File: src/rtl/pal_pkg.sv
// rtl/pal_pkg.sv - shared state type, address-width helper and defaults for the PAL OR plane
package pal_pkg;

  localparam int PAL_DEF_NUM_INPUTS = 5;
  localparam int PAL_DEF_INIT       = 3;

  typedef enum logic {
    IDLE  = 1'b0,
    CLEAR = 1'b1
  } pal_state_e;

  // Address width for an output index; never narrower than one bit.
  function automatic int pal_calc_aw(input int n);
    int w;
    w = $clog2(n);
    return (w < 1) ? 1 : w;
  endfunction

endpackage

File: src/rtl/pal_or_term.sv
// rtl/pal_or_term.sv - one OR-plane output: mask AND, reduction OR, optional register (PAL_OR_PLANE_REG_OUT_EN)
module pal_or_term #(
  parameter int NUM_INPUTS = 5
) (
  input  logic                  clk,
  input  logic                  rst_n,
  input  logic [NUM_INPUTS-1:0] a,
  input  logic [NUM_INPUTS-1:0] mask,
  output logic                  y
);

  logic w_or;

  assign w_or = |(a & mask);

`ifdef PAL_OR_PLANE_REG_OUT_EN
  logic r_y;

  // Registered output: one cycle behind a/mask, forced low in reset.
  always_ff @(posedge clk) begin
    if (!rst_n) begin
      r_y <= 1'b0;
    end else begin
      r_y <= w_or;
    end
  end

  assign y = r_y;
`else
  logic w_unused_clk_rst;

  assign w_unused_clk_rst = clk ^ rst_n;
  assign y = w_or;
`endif

endmodule

File: src/rtl/pal_or_plane.sv
// rtl/pal_or_plane.sv - PAL OR plane with shadow/active masks and restore sweep (PAL_OR_PLANE_REG_OUT_EN registers y)
module pal_or_plane
  import pal_pkg::*;
#(
  parameter int                    NUM_INPUTS  = PAL_DEF_NUM_INPUTS,
  parameter int                    NUM_OUTPUTS = 4,
  parameter logic [NUM_INPUTS-1:0] INIT        = NUM_INPUTS'(PAL_DEF_INIT),
  localparam int                   AW          = pal_calc_aw(NUM_OUTPUTS)
) (
  input  logic                   clk,
  input  logic                   rst_n,
  input  logic [NUM_INPUTS-1:0]  a,
  output logic [NUM_OUTPUTS-1:0] y,
  input  logic                   cfg_valid,
  output logic                   cfg_ready,
  input  logic [AW-1:0]          cfg_addr,
  input  logic [NUM_INPUTS-1:0]  cfg_mask,
  input  logic                   cfg_commit,
  input  logic                   cfg_clear,
  output logic                   busy,
  output logic                   cfg_err
);

  localparam logic [AW:0]   NUM_OUT_W = (AW + 1)'(NUM_OUTPUTS);
  localparam logic [AW-1:0] LAST_IDX  = AW'(NUM_OUTPUTS - 1);

  pal_state_e              r_state;
  pal_state_e              w_state_nxt;
  logic [AW-1:0]           r_idx;
  logic                    r_cfg_err;
  logic [NUM_INPUTS-1:0]   r_shd [NUM_OUTPUTS];
  logic [NUM_INPUTS-1:0]   r_act [NUM_OUTPUTS];

  logic                    w_idle;
  logic                    w_wr_fire;
  logic                    w_addr_ok;
  logic                    w_wr_ok;
  logic                    w_wr_bad;
  logic                    w_commit;
  logic                    w_start_clear;
  logic                    w_last;
  logic [NUM_OUTPUTS-1:0]  w_wsel;
  logic [NUM_OUTPUTS-1:0]  w_csel;

  assign w_idle        = (r_state == IDLE);
  assign cfg_ready     = w_idle && !cfg_clear;
  assign busy          = (r_state == CLEAR);
  assign cfg_err       = r_cfg_err;

  assign w_wr_fire     = cfg_valid && cfg_ready;
  assign w_addr_ok     = ({1'b0, cfg_addr} < NUM_OUT_W);
  assign w_wr_ok       = w_wr_fire && w_addr_ok;
  assign w_wr_bad      = w_wr_fire && !w_addr_ok;
  // Clear takes priority over commit in the same cycle.
  assign w_commit      = w_idle && cfg_commit && !cfg_clear;
  assign w_start_clear = w_idle && cfg_clear;
  assign w_last        = (r_idx == LAST_IDX);

  // Per-output write select and sweep select decode.
  always_comb begin
    w_wsel = '0;
    w_csel = '0;
    for (int o = 0; o < NUM_OUTPUTS; o++) begin
      w_wsel[o] = w_wr_ok && (cfg_addr == AW'(o));
      w_csel[o] = busy && (r_idx == AW'(o));
    end
  end

  // Next-state logic: IDLE -> CLEAR on clear request, back after the last index.
  always_comb begin
    w_state_nxt = r_state;
    case (r_state)
      IDLE:    if (w_start_clear) w_state_nxt = CLEAR;
      CLEAR:   if (w_last) w_state_nxt = IDLE;
      default: w_state_nxt = IDLE;
    endcase
  end

  // State, sweep index and error pulse registers.
  always_ff @(posedge clk) begin
    if (!rst_n) begin
      r_state   <= IDLE;
      r_idx     <= '0;
      r_cfg_err <= 1'b0;
    end else begin
      r_state   <= w_state_nxt;
      r_cfg_err <= w_wr_bad;
      if (w_start_clear) begin
        r_idx <= '0;
      end else if (busy) begin
        r_idx <= w_last ? '0 : r_idx + 1'b1;
      end
    end
  end

  // Mask storage: sweep restore, shadow write, commit (forwarding a same-cycle write).
  always_ff @(posedge clk) begin
    if (!rst_n) begin
      for (int o = 0; o < NUM_OUTPUTS; o++) begin
        r_shd[o] <= INIT;
        r_act[o] <= INIT;
      end
    end else begin
      for (int o = 0; o < NUM_OUTPUTS; o++) begin
        if (w_csel[o]) begin
          r_shd[o] <= INIT;
          r_act[o] <= INIT;
        end else begin
          if (w_wsel[o]) begin
            r_shd[o] <= cfg_mask;
          end
          if (w_commit) begin
            r_act[o] <= w_wsel[o] ? cfg_mask : r_shd[o];
          end
        end
      end
    end
  end

  for (genvar g = 0; g < NUM_OUTPUTS; g++) begin : g_term
    pal_or_term #(
      .NUM_INPUTS (NUM_INPUTS)
    ) u_term (
      .clk   (clk),
      .rst_n (rst_n),
      .a     (a),
      .mask  (r_act[g]),
      .y     (y[g])
    );
  end

endmodule

File: config.mk
export PLATFORM = sky130hd
export DESIGN_NAME = pal_or_plane
export DESIGN_NICKNAME = d
export VERILOG_FILES = /design/src/rtl/pal_pkg.sv /design/src/rtl/pal_or_term.sv /design/src/rtl/pal_or_plane.sv
export SDC_FILE = /design/constraint.sdc
export NUM_CORES = 1
export LEC_CHECK = 0
export CAP_MARGIN = 5
export CORE_MARGIN = 2
export CORE_UTILIZATION = 38
export CTS_CLUSTER_DIAMETER = 120
export DETAILED_ROUTE_END_ITERATION = 6
export GPL_ROUTABILITY_DRIVEN = 0
export GPL_TIMING_DRIVEN = 0
export PLACE_DENSITY = 0.63
export SLEW_MARGIN = 5
export SYNTH_ARGS = -nofsm -noshare
export SYNTH_HDL_FRONTEND = slang
export SYNTH_SLANG_ARGS = --single-unit
File: constraint.sdc
create_clock -name clk -period 1.35 [get_ports clk]
set_input_delay 0.27 -clock clk [delete_from_list [all_inputs] [get_ports clk]]
set_output_delay 0.27 -clock clk [all_outputs]
set_load 0.1 [all_outputs]
==> results_dict.tcl, run 1 <==
set metrics [dict create \
    vias 1385 \
    post_drt_wl_per_cell_um 16.3 \
    cts_tree "done" \
    synth_compound_area_share_pct 4.64 \
    clk_pin_slew_ns 0.08 \
    synth-warning-count 0 \
    grt_max_degree 14 \
    syn_inst 176 \
    track_usage_pct 15.3 \
    io_buffers 20 \
    violations "setup timing" \
    status "finished, violations left" \
    synthSimpleGateAreaFrac_pct 21.7 \
    drc 0 \
    clock-sinks 43 \
    avgSynthCellArea_um2 12.6 \
    worst-endpoint-arrival_ns 1.34 \
    period_minus_slack_ns 1.61 \
    vdd_drop_max_v 0.000615 \
    synthAdderAreaFrac_pct 2.26 \
    cp_cell_sequence "a222oi_1 -> nand2_1 -> buf_12" \
    dr.pass1.iters 4 \
    die_area_mm2 0.00645 \
    required_ns 1.08 \
    dp_hpwl_um 3160 \
    slew_viol_final 0 \
    finalSetupViolCount 32 \
    cts_root_buf "clkbuf_8" \
    syn_to_final_growth_pct 34.0 \
    htreeDepth 2 \
    drive_above_1_share_pct 30.9 \
    reg2reg_slack_ns -0.09 \
    clk_latency_ns 0.30 \
    hold_viol 0 \
    power_density_mw_per_mm2 1070 \
    fin_ws_ns -0.259 \
    synthXorXnorAreaFrac_pct 0 \
    min_path_type "in2reg" \
    grt_pass1_vias 1402 \
    cp_max_fo 1 \
    postRouteAntennaNets 0 \
    rsz0062_at_grt "true" \
    syn-num-nets 197 \
    avgViaCountPerCell 4.96 \
    std_cell_rows 27 \
    cp-end-kind "output port" \
    die_h_um 80.3 \
    max-cap-violations 0 \
    pin_count 24 \
    crit_family "flip-flops" \
    period_share_pct 119 \
    p_total_w 0.00318 \
    cts_buffers 5 \
    p_leak_nw 1.12 \
    fin_util_pct 53.2 \
    postRouteWirelength_um 4560 \
    ys_ff_latch 43 \
    synth_area_mm2 0.00221 \
    muxShareOfSynthArea_pct 9.50 \
    max_stage_delay_ns 0.38 \
    pre_cts_ws_ns -1.20 \
    die_width_um 80.3 \
    fin_nets 227 \
    core_mm2 0.00557 \
    rr_worst_depth 4 \
    cp_num_buf_inv 1 \
    fin_worst_skew_ns 0.00562 \
    setup_tns_ns -2.11 \
    hold_depth 3 \
    critPathSlowestCell "edfxtp_1" \
    seq_area_frac_synth_pct 57.0 \
    clockBufferDepth 2 \
    stdcell_area_mm2 0.00297 \
    critPathKind "reg2out" \
    yosysUniqueCellTypes 30 \
    worstSetupStartpointType "flop" \
    start_util_pct 39.7 \
    drtIter0Drc 102 \
    synth_top_family_by_area "simple AND/OR/NAND/NOR gates" \
    placedInstanceArea_mm2 0.00252 \
    antenna_found_initial 0 \
    antenna_cells 0 \
    grt_pass1_wl_um 7200 \
    overflow 0 \
    cp.depth 3 \
    max_freq_mhz 621 \
]
Yosys cell counts, drive strengths merged:
cell     number  area, um^2
buf          12        93.8
nand3b        4        37.5
nor2         14        52.6
nand3         1        5.00
inv           3        11.3
a22oi         4        30.0
edfxtp       40        1200
ha            4        50.1
conb          1        3.75
a222oi        4        40.0
dfxtp         3        60.1
or3           1        6.26
and2         13        81.3
and4bb        1        16.3
nor3          1        10.0
a21oi         2        10.0
a21boi        3        22.5
nand2        28         105
mux2i        21         210
nand4bb       2        38.8
nor3b         5        71.3
nor2b         2        12.5
and3          1        6.26
nand2b        6        37.5
metrics by stage:
step | hold slack (ns) | std cells
detailed placement | 0.588 | 268
global placement | 0.581 | 268
global route | 0.464 | 279
CTS | 0.434 | 278
finish | 0.439 | 279
floorplan | 0.448 | 176
final timing paths:
kind                                  start                        end
hold reg to reg   r_shd[3][3]$_SDFFCE_PN0P_  r_act[3][3]$_SDFFCE_PN0P_
setup reg to reg            busy$_SDFF_PN0_  r_shd[1][1]$_SDFFCE_PN1P_
setup / recovery  r_act[0][0]$_SDFFCE_PN1P_                       y[0]
hold / removal                  cfg_addr[1]  r_shd[0][1]$_SDFFCE_PN1P_
area by class of cell:
cell class                 count  area [um^2]
clock inverter                 2         60.1
sequential                    43         1270
clock buffer                   6         72.6
multi-input combinational    118         1050
timing repair buffer          28          342
inverter                       3         11.3
fill                         475         2610
buffer                         7         73.8
tap                           72         90.1
layout by cell type (no fill, tap or decap), drive strengths merged, types with 4 or more instances in the layout:
master and count:
a222oi 4, a22oi 4, and2 13, buf 20, clkbuf 7, clkdlybuf4s50 7, dlygate4sd2 5, edfxtp 40
ha 4, mux2i 21, nand2 28, nand2b 6, nand3b 4, nor2 14, nor3b 5
worst reg2reg max path, cell delays in order, from the launching register on:
cell and delay (ns):
dfxtp_4 0.38, buf_6 0.12, nand4bb_4 0.28, nor3b_4 0.33, nand2b_1 0.09
state kept, by name, summed over array words and instances, names as in the netlist:
signal	count
r_shd	20
busy	1
r_idx	2
r_act	20
where the power goes:
group / leakage [nW] / total, W / internal (W) / switching (W)
combinational: 0.665 / 0.000470 / 0.000194 / 0.000277
sequential: 0.393 / 0.00153 / 0.00151 / 0.0000207
clock: 0.0654 / 0.00118 / 0.000739 / 0.000442
cells by family (layout without fill, tap and decap cells):
logic type | count (synthesis) | in the layout
flip-flops | 43 | 43
multiplexers | 21 | 21
AND/OR/NAND/NOR | 79 | 79
AO/OA/AOI/OAI | 13 | 13
adder cells (fa/ha/maj) | 4 | 4
buffers and inverters | 15 | 46
other | 1 | 1
routing by layer:
layer,vias to the layer above,wire (um),track usage (%)
met5,-,0,0
met1,655,1920,19.7
met4,0,99,6.44
met2,37,2330,24.8
met3,8,210,3.37
li1,685,-,-
what timing repair did:
action | CTS | global route
gates cloned | 0 | 1
hold buffers | 0 | 0
pin swaps | 15 | 14
buffers inserted | 7 | 0
endpoints found under the setup margin | 86 | 79
resized for setup | 90 | 26
No activity file was read; power rests on OpenSTA's default activity.
==> inputs of run 2 (changes only) <==
--- a/config.mk
+++ b/config.mk
@@ -10,2 +10,3 @@
 export CORE_UTILIZATION = 38
+export CTS_BUF_LIST = sky130_fd_sc_hd__clkbuf_8 sky130_fd_sc_hd__clkbuf_16
 export CTS_CLUSTER_DIAMETER = 120
@@ -15,3 +16,3 @@
 export PLACE_DENSITY = 0.63
-export SLEW_MARGIN = 5
+export SLEW_MARGIN = 20
 export SYNTH_ARGS = -nofsm -noshare
==> constraint.sdc (replaced) <==
create_clock -name clk -period 1.35 [get_ports clk]
set_input_delay 0.2025 -clock clk [delete_from_list [all_inputs] [get_ports clk]]
set_output_delay 0.2025 -clock clk [all_outputs]
set_load 0.1 [all_outputs]
==> results_dict.tcl, run 2 (synthesized netlist as in run 1, its figures left out) <==
set metrics [dict create \
    status "finished, violations left" \
    violations "setup timing" \
    cp_max_fo 1 \
    postRouteAntennaNets 0 \
    clock-sinks 43 \
    dp_hpwl_um 3160 \
    clk_latency_ns 0.30 \
    power_frac_comb_pct 14.2 \
    syn_to_final_growth_pct 29.6 \
    core_mm2 0.00557 \
    fin_ws_ns -0.201 \
    setup_tns_ns -1.72 \
    r2r_end "r_act[1][0]$_SDFFCE_PN1P_" \
    antenna_cells 0 \
    r2r_start "busy$_SDFF_PN0_" \
    p_int_w 0.00242 \
    grt_pass1_wl_um 7070 \
    drive_above_1_share_pct 27.9 \
    required_ns 1.15 \
    htreeDepth 2 \
    die_area_mm2 0.00645 \
    max_freq_mhz 645 \
    p_clk_share_pct 37.3 \
    min_path_type "in2reg" \
    pin_count 24 \
    grt_max_degree 14 \
    placedInstanceArea_mm2 0.00252 \
    std_cell_rows 27 \
    reg_top3 "r_act (20), r_shd (20), r_idx (2)" \
    vias 1354 \
    antenna_found_initial 0 \
    post_drt_wl_per_cell_um 15.6 \
    grt_pass1_vias 1356 \
    cts_buffers 5 \
    postRouteWirelength_um 4310 \
    slew_viol_final 0 \
    drtIter0Drc 95 \
    overflow 0 \
    sw_frac_of_total_pct 23.2 \
    finalSetupViolCount 34 \
    drc 0 \
    vdd_drop_max_v 0.000612 \
    dr.pass1.iters 4 \
    die_h_um 80.3 \
    crit_start "r_act[0][0]$_SDFFCE_PN1P_" \
    power.switching_w 0.000728 \
    fin_nets 224 \
    io_buffers 20 \
    avgViaCountPerCell 4.91 \
    cts_root_buf "clkbuf_8" \
    clockBufferDepth 2 \
    clk_pin_slew_ns 0.08 \
    critPathKind "reg2out" \
    period_minus_slack_ns 1.55 \
    cp-end-kind "output port" \
    stdcell_area_mm2 0.00287 \
    start_util_pct 39.7 \
    track_usage_pct 15.0 \
    cp-endpoint "y[0]" \
    max-cap-violations 0 \
    cts_tree "done" \
    hold_viol 0 \
    rsz0062_at_grt "true" \
    p_leak_nw 1.09 \
    worstSetupStartpointType "flop" \
    power_density_mw_per_mm2 1100 \
    holdWs_ns 0.384 \
    layout_common_cells "40 x edfxtp_1, 20 x nand2_1, 19 x mux2i_1" \
    fin_worst_skew_ns 0.00626 \
    reg2reg_slack_ns -0.09 \
    final_common_cell "edfxtp_1" \
    rr_worst_depth 5 \
    power_frac_seq_pct 48.5 \
    period_share_pct 115 \
    worst-endpoint-arrival_ns 1.35 \
    die_width_um 80.3 \
]
[run 2: cell count changes in the layout (fill, tap and decap cells not counted), sizes merged]
cell / before / now
dlymetal6s2s: 1 / 0
clkbuf: 7 / 5
inv: 3 / 4
clkdlybuf4s50: 7 / 9
clkdlybuf4s15: 1 / 0
buf: 20 / 18
[run 2: critical path, stage by stage, from the launching register on]
cell and delay [ns]:
edfxtp_1 0.38, a222oi_1 0.34, nand2_1 0.15, buf_12 0.19
[run 2: metrics by stage]
stage          total power, W  instances  setup slack [ns]  util [%]
4_1_cts               0.00314        274            -0.191      49.9
2_1_floorplan         0.00181        176            -0.189         -
6_report              0.00315        276            -0.201      51.5
5_1_grt               0.00325        276            -0.303      51.5
3_5_place_dp          0.00193        268             -1.07      45.3
3_3_place_gp          0.00193        268             -1.07      45.3
[run 2: layer usage]
layer  wire length, um  vias to the layer above  GRT usage [%]
met1              1860                      636           19.9
met3               188                        6           3.37
met2              2190                       35           24.0
met5                 0                        -              0
li1                  -                      677              -
met4                68                        0           5.59
[run 2: area by class of cell]
| class | instances | area, um^2 |
|---|---|---|
| well taps | 72 | 90.1 |
| flip-flops and latches | 43 | 1270 |
| clock inverters | 3 | 63.8 |
| repair buffers | 25 | 295 |
| fillers | 488 | 2710 |
| inverters | 3 | 11.3 |
| plain buffers | 7 | 66.3 |
| clock buffers | 5 | 68.8 |
| multi-input cells | 118 | 1000 |
[run 2: how the worst min path moves through the flow]
stage	start	to	slack, ns	depth (start not counted)
floorplan	cfg_mask[0]	r_shd[0][0]$_SDFFCE_PN1P_	0.38	1
global placement	r_shd[2][4]$_SDFFCE_PN0P_	r_act[2][4]$_SDFFCE_PN0P_	0.58	2
detailed placement	r_shd[3][3]$_SDFFCE_PN0P_	r_act[3][3]$_SDFFCE_PN0P_	0.59	2
CTS	cfg_addr[1]	r_shd[1][1]$_SDFFCE_PN1P_	0.35	3
global route	cfg_addr[1]	r_shd[1][0]$_SDFFCE_PN1P_	0.39	3
finish	cfg_addr[1]	r_shd[0][1]$_SDFFCE_PN1P_	0.38	3
[run 2: power groups by stage]
| stage | Clock (W) | Sequential (W) | Combinational (W) |
|---|---|---|---|
| global route | 0.00124 | 0.00153 | 0.000477 |
| global placement | 0 | 0.00156 | 0.000374 |
| detailed placement | 0 | 0.00156 | 0.000376 |
| floorplan | 0 | 0.00157 | 0.000242 |
| CTS | 0.00119 | 0.00153 | 0.000424 |
| finish | 0.00117 | 0.00153 | 0.000448 |
[run 2: repair_timing]
| item | in CTS | in global routing |
|---|---|---|
| gates cloned | 0 | 0 |
| pin swaps | 10 | 8 |
| endpoints found under the setup margin | 86 | 66 |
| buffers inserted | 3 | 2 |
| hold buffers | 0 | 0 |
| gates resized for setup | 81 | 19 |
==> inputs of run 3 (changes only) <==
clock period = 1.4 ns   (was 1.35 ns; I/O delays follow)
==> results_dict.tcl, run 3 (synthesized netlist as in run 1, its figures left out) <==
set metrics [dict create \
    r2r_end "r_act[1][0]$_SDFFCE_PN1P_" \
    drtIter0Drc 105 \
    grt_use_met3_pct 3.37 \
    worst-endpoint-arrival_ns 1.35 \
    rr_worst_depth 5 \
    vias 1356 \
    std_cell_rows 27 \
    violations "setup timing" \
    drc 0 \
    fin_ws_ns -0.156 \
    dr.pass1.iters 4 \
    dp_hpwl_um 3160 \
    critPathSlowestCell "edfxtp_1" \
    top_usage_layer "met2" \
    die_h_um 80.3 \
    final_common_cell "edfxtp_1" \
    power_density_mw_per_mm2 1070 \
    reg_top3 "r_act (20), r_shd (20), r_idx (2)" \
    period_share_pct 111 \
    grt_pass1_vias 1373 \
    antenna_cells 0 \
    critPathKind "reg2out" \
    num-fill-cells 488 \
    clk_latency_ns 0.30 \
    clock-sinks 43 \
    vdd_drop_max_v 0.000634 \
    cp_cell_sequence "a222oi_1 -> nand2_1 -> buf_12" \
    setup_tns_ns -0.526 \
    period_minus_slack_ns 1.56 \
    required_ns 1.19 \
    max_freq_mhz 643 \
    slew_viol_final 0 \
    r2r_start "busy$_SDFF_PN0_" \
    grt.met1_usage_pct 19.9 \
    pre_cts_ws_ns -1.03 \
    htreeDepth 2 \
    fin_nets 223 \
    grtUsageMet2_pct 23.7 \
    stdcell_area_mm2 0.00282 \
    fin_worst_skew_ns 0.00496 \
    drive_above_1_share_pct 25.6 \
    min_path_type "in2reg" \
    cp-end-kind "output port" \
    grt_max_degree 14 \
    max-cap-violations 0 \
    track_usage_pct 14.9 \
    worstSetupStartpointType "flop" \
    multi_input_area_um2 976 \
    pin_count 24 \
    cts_hold_buf 0 \
    p_leak_nw 1.09 \
    reg2reg_slack_ns -0.01 \
    cts_tree "done" \
    postRouteWirelength_um 4190 \
    overflow 0 \
    antenna_found_initial 0 \
    fin_util_pct 50.6 \
    post_drt_wl_per_cell_um 15.2 \
    grt_pass1_wl_um 7030 \
    rsz0062_at_grt "true" \
    seq_area_mm2 0.00127 \
    min_delay_worst_endpoint "r_shd[1][1]$_SDFFCE_PN1P_" \
    finalSetupViolCount 5 \
    status "finished, violations left" \
    holdWs_ns 0.369 \
    layout_common_cells "40 x edfxtp_1, 21 x nand2_1, 20 x mux2i_1" \
    cts_buffers 5 \
    hold_start "cfg_addr[1]" \
    placedInstanceArea_mm2 0.00252 \
    avgViaCountPerCell 4.93 \
    die_area_mm2 0.00645 \
    syn_to_final_growth_pct 27.5 \
    clk_pin_slew_ns 0.08 \
    clockBufferDepth 2 \
    io_buffers 20 \
    start_util_pct 39.7 \
    die_width_um 80.3 \
    cts_root_buf "clkbuf_8" \
    core_mm2 0.00557 \
    cp_max_fo 1 \
    postRouteAntennaNets 0 \
    hold_viol 0 \
    hold_depth 3 \
    max_stage_delay_ns 0.38 \
]
-- run 3: worst max path at each step --
stage                               from  slack [ns]  depth (start not counted)                   endpoint
2_1_floorplan            busy$_SDFF_PN0_       -0.14                          4  r_shd[3][0]$_SDFFCE_PN1P_
3_3_place_gp                        a[0]       -1.03                          5                       y[0]
3_5_place_dp                        a[0]       -1.03                          5                       y[3]
4_1_cts        r_act[0][0]$_SDFFCE_PN1P_       -0.15                          3                       y[0]
5_1_grt        r_act[2][0]$_SDFFCE_PN1P_       -0.26                          3                       y[2]
6_report       r_act[0][0]$_SDFFCE_PN1P_       -0.16                          3                       y[0]
-- run 3: repair_timing --
| item | 4_1_cts | 5_1_grt |
|---|---|---|
| pin swaps | 10 | 2 |
| gates resized for setup | 79 | 11 |
| setup endpoints to repair | 86 | 41 |
| hold endpoints to repair | 0 | 0 |
| setup buffers | 3 | 1 |
-- run 3: cell type report --
cell class	instances	share of cell area [%]
timing repair buffer	24	9.88
multi-input combinational	118	34.6
inverter	3	0.399
tap	72	3.19
clock buffer	5	2.44
sequential	43	44.9
buffer	7	2.35
clock inverter	3	2.26
-- run 3: stage by stage --
step                power (W)  std cells
floorplan             0.00174        176
CTS                   0.00302        274
detailed placement    0.00186        268
global placement      0.00186        268
finish                0.00302        275
global route          0.00312        275
-- run 3: where the power goes --
group	switching, W	internal, W	total [W]	leakage, nW
registers	0.0000191	0.00145	0.00147	0.393
clock network	0.000424	0.000706	0.00113	0.0695
logic	0.000251	0.000166	0.000417	0.626
-- run 3: metal layers --
metal	part of all wire (%)	up-vias
met2	49	35
met3	4.3	9
met5	0	-
li1	-	678
met4	1.9	0
met1	45	634
-- run 3: critical path: cells and delay by family, from the launching register on --
family	cells	cell delay, ns
AO/OA/AOI/OAI	1	0.34
buffers and inverters	1	0.19
AND/OR/NAND/NOR	1	0.14
flip-flops	1	0.38
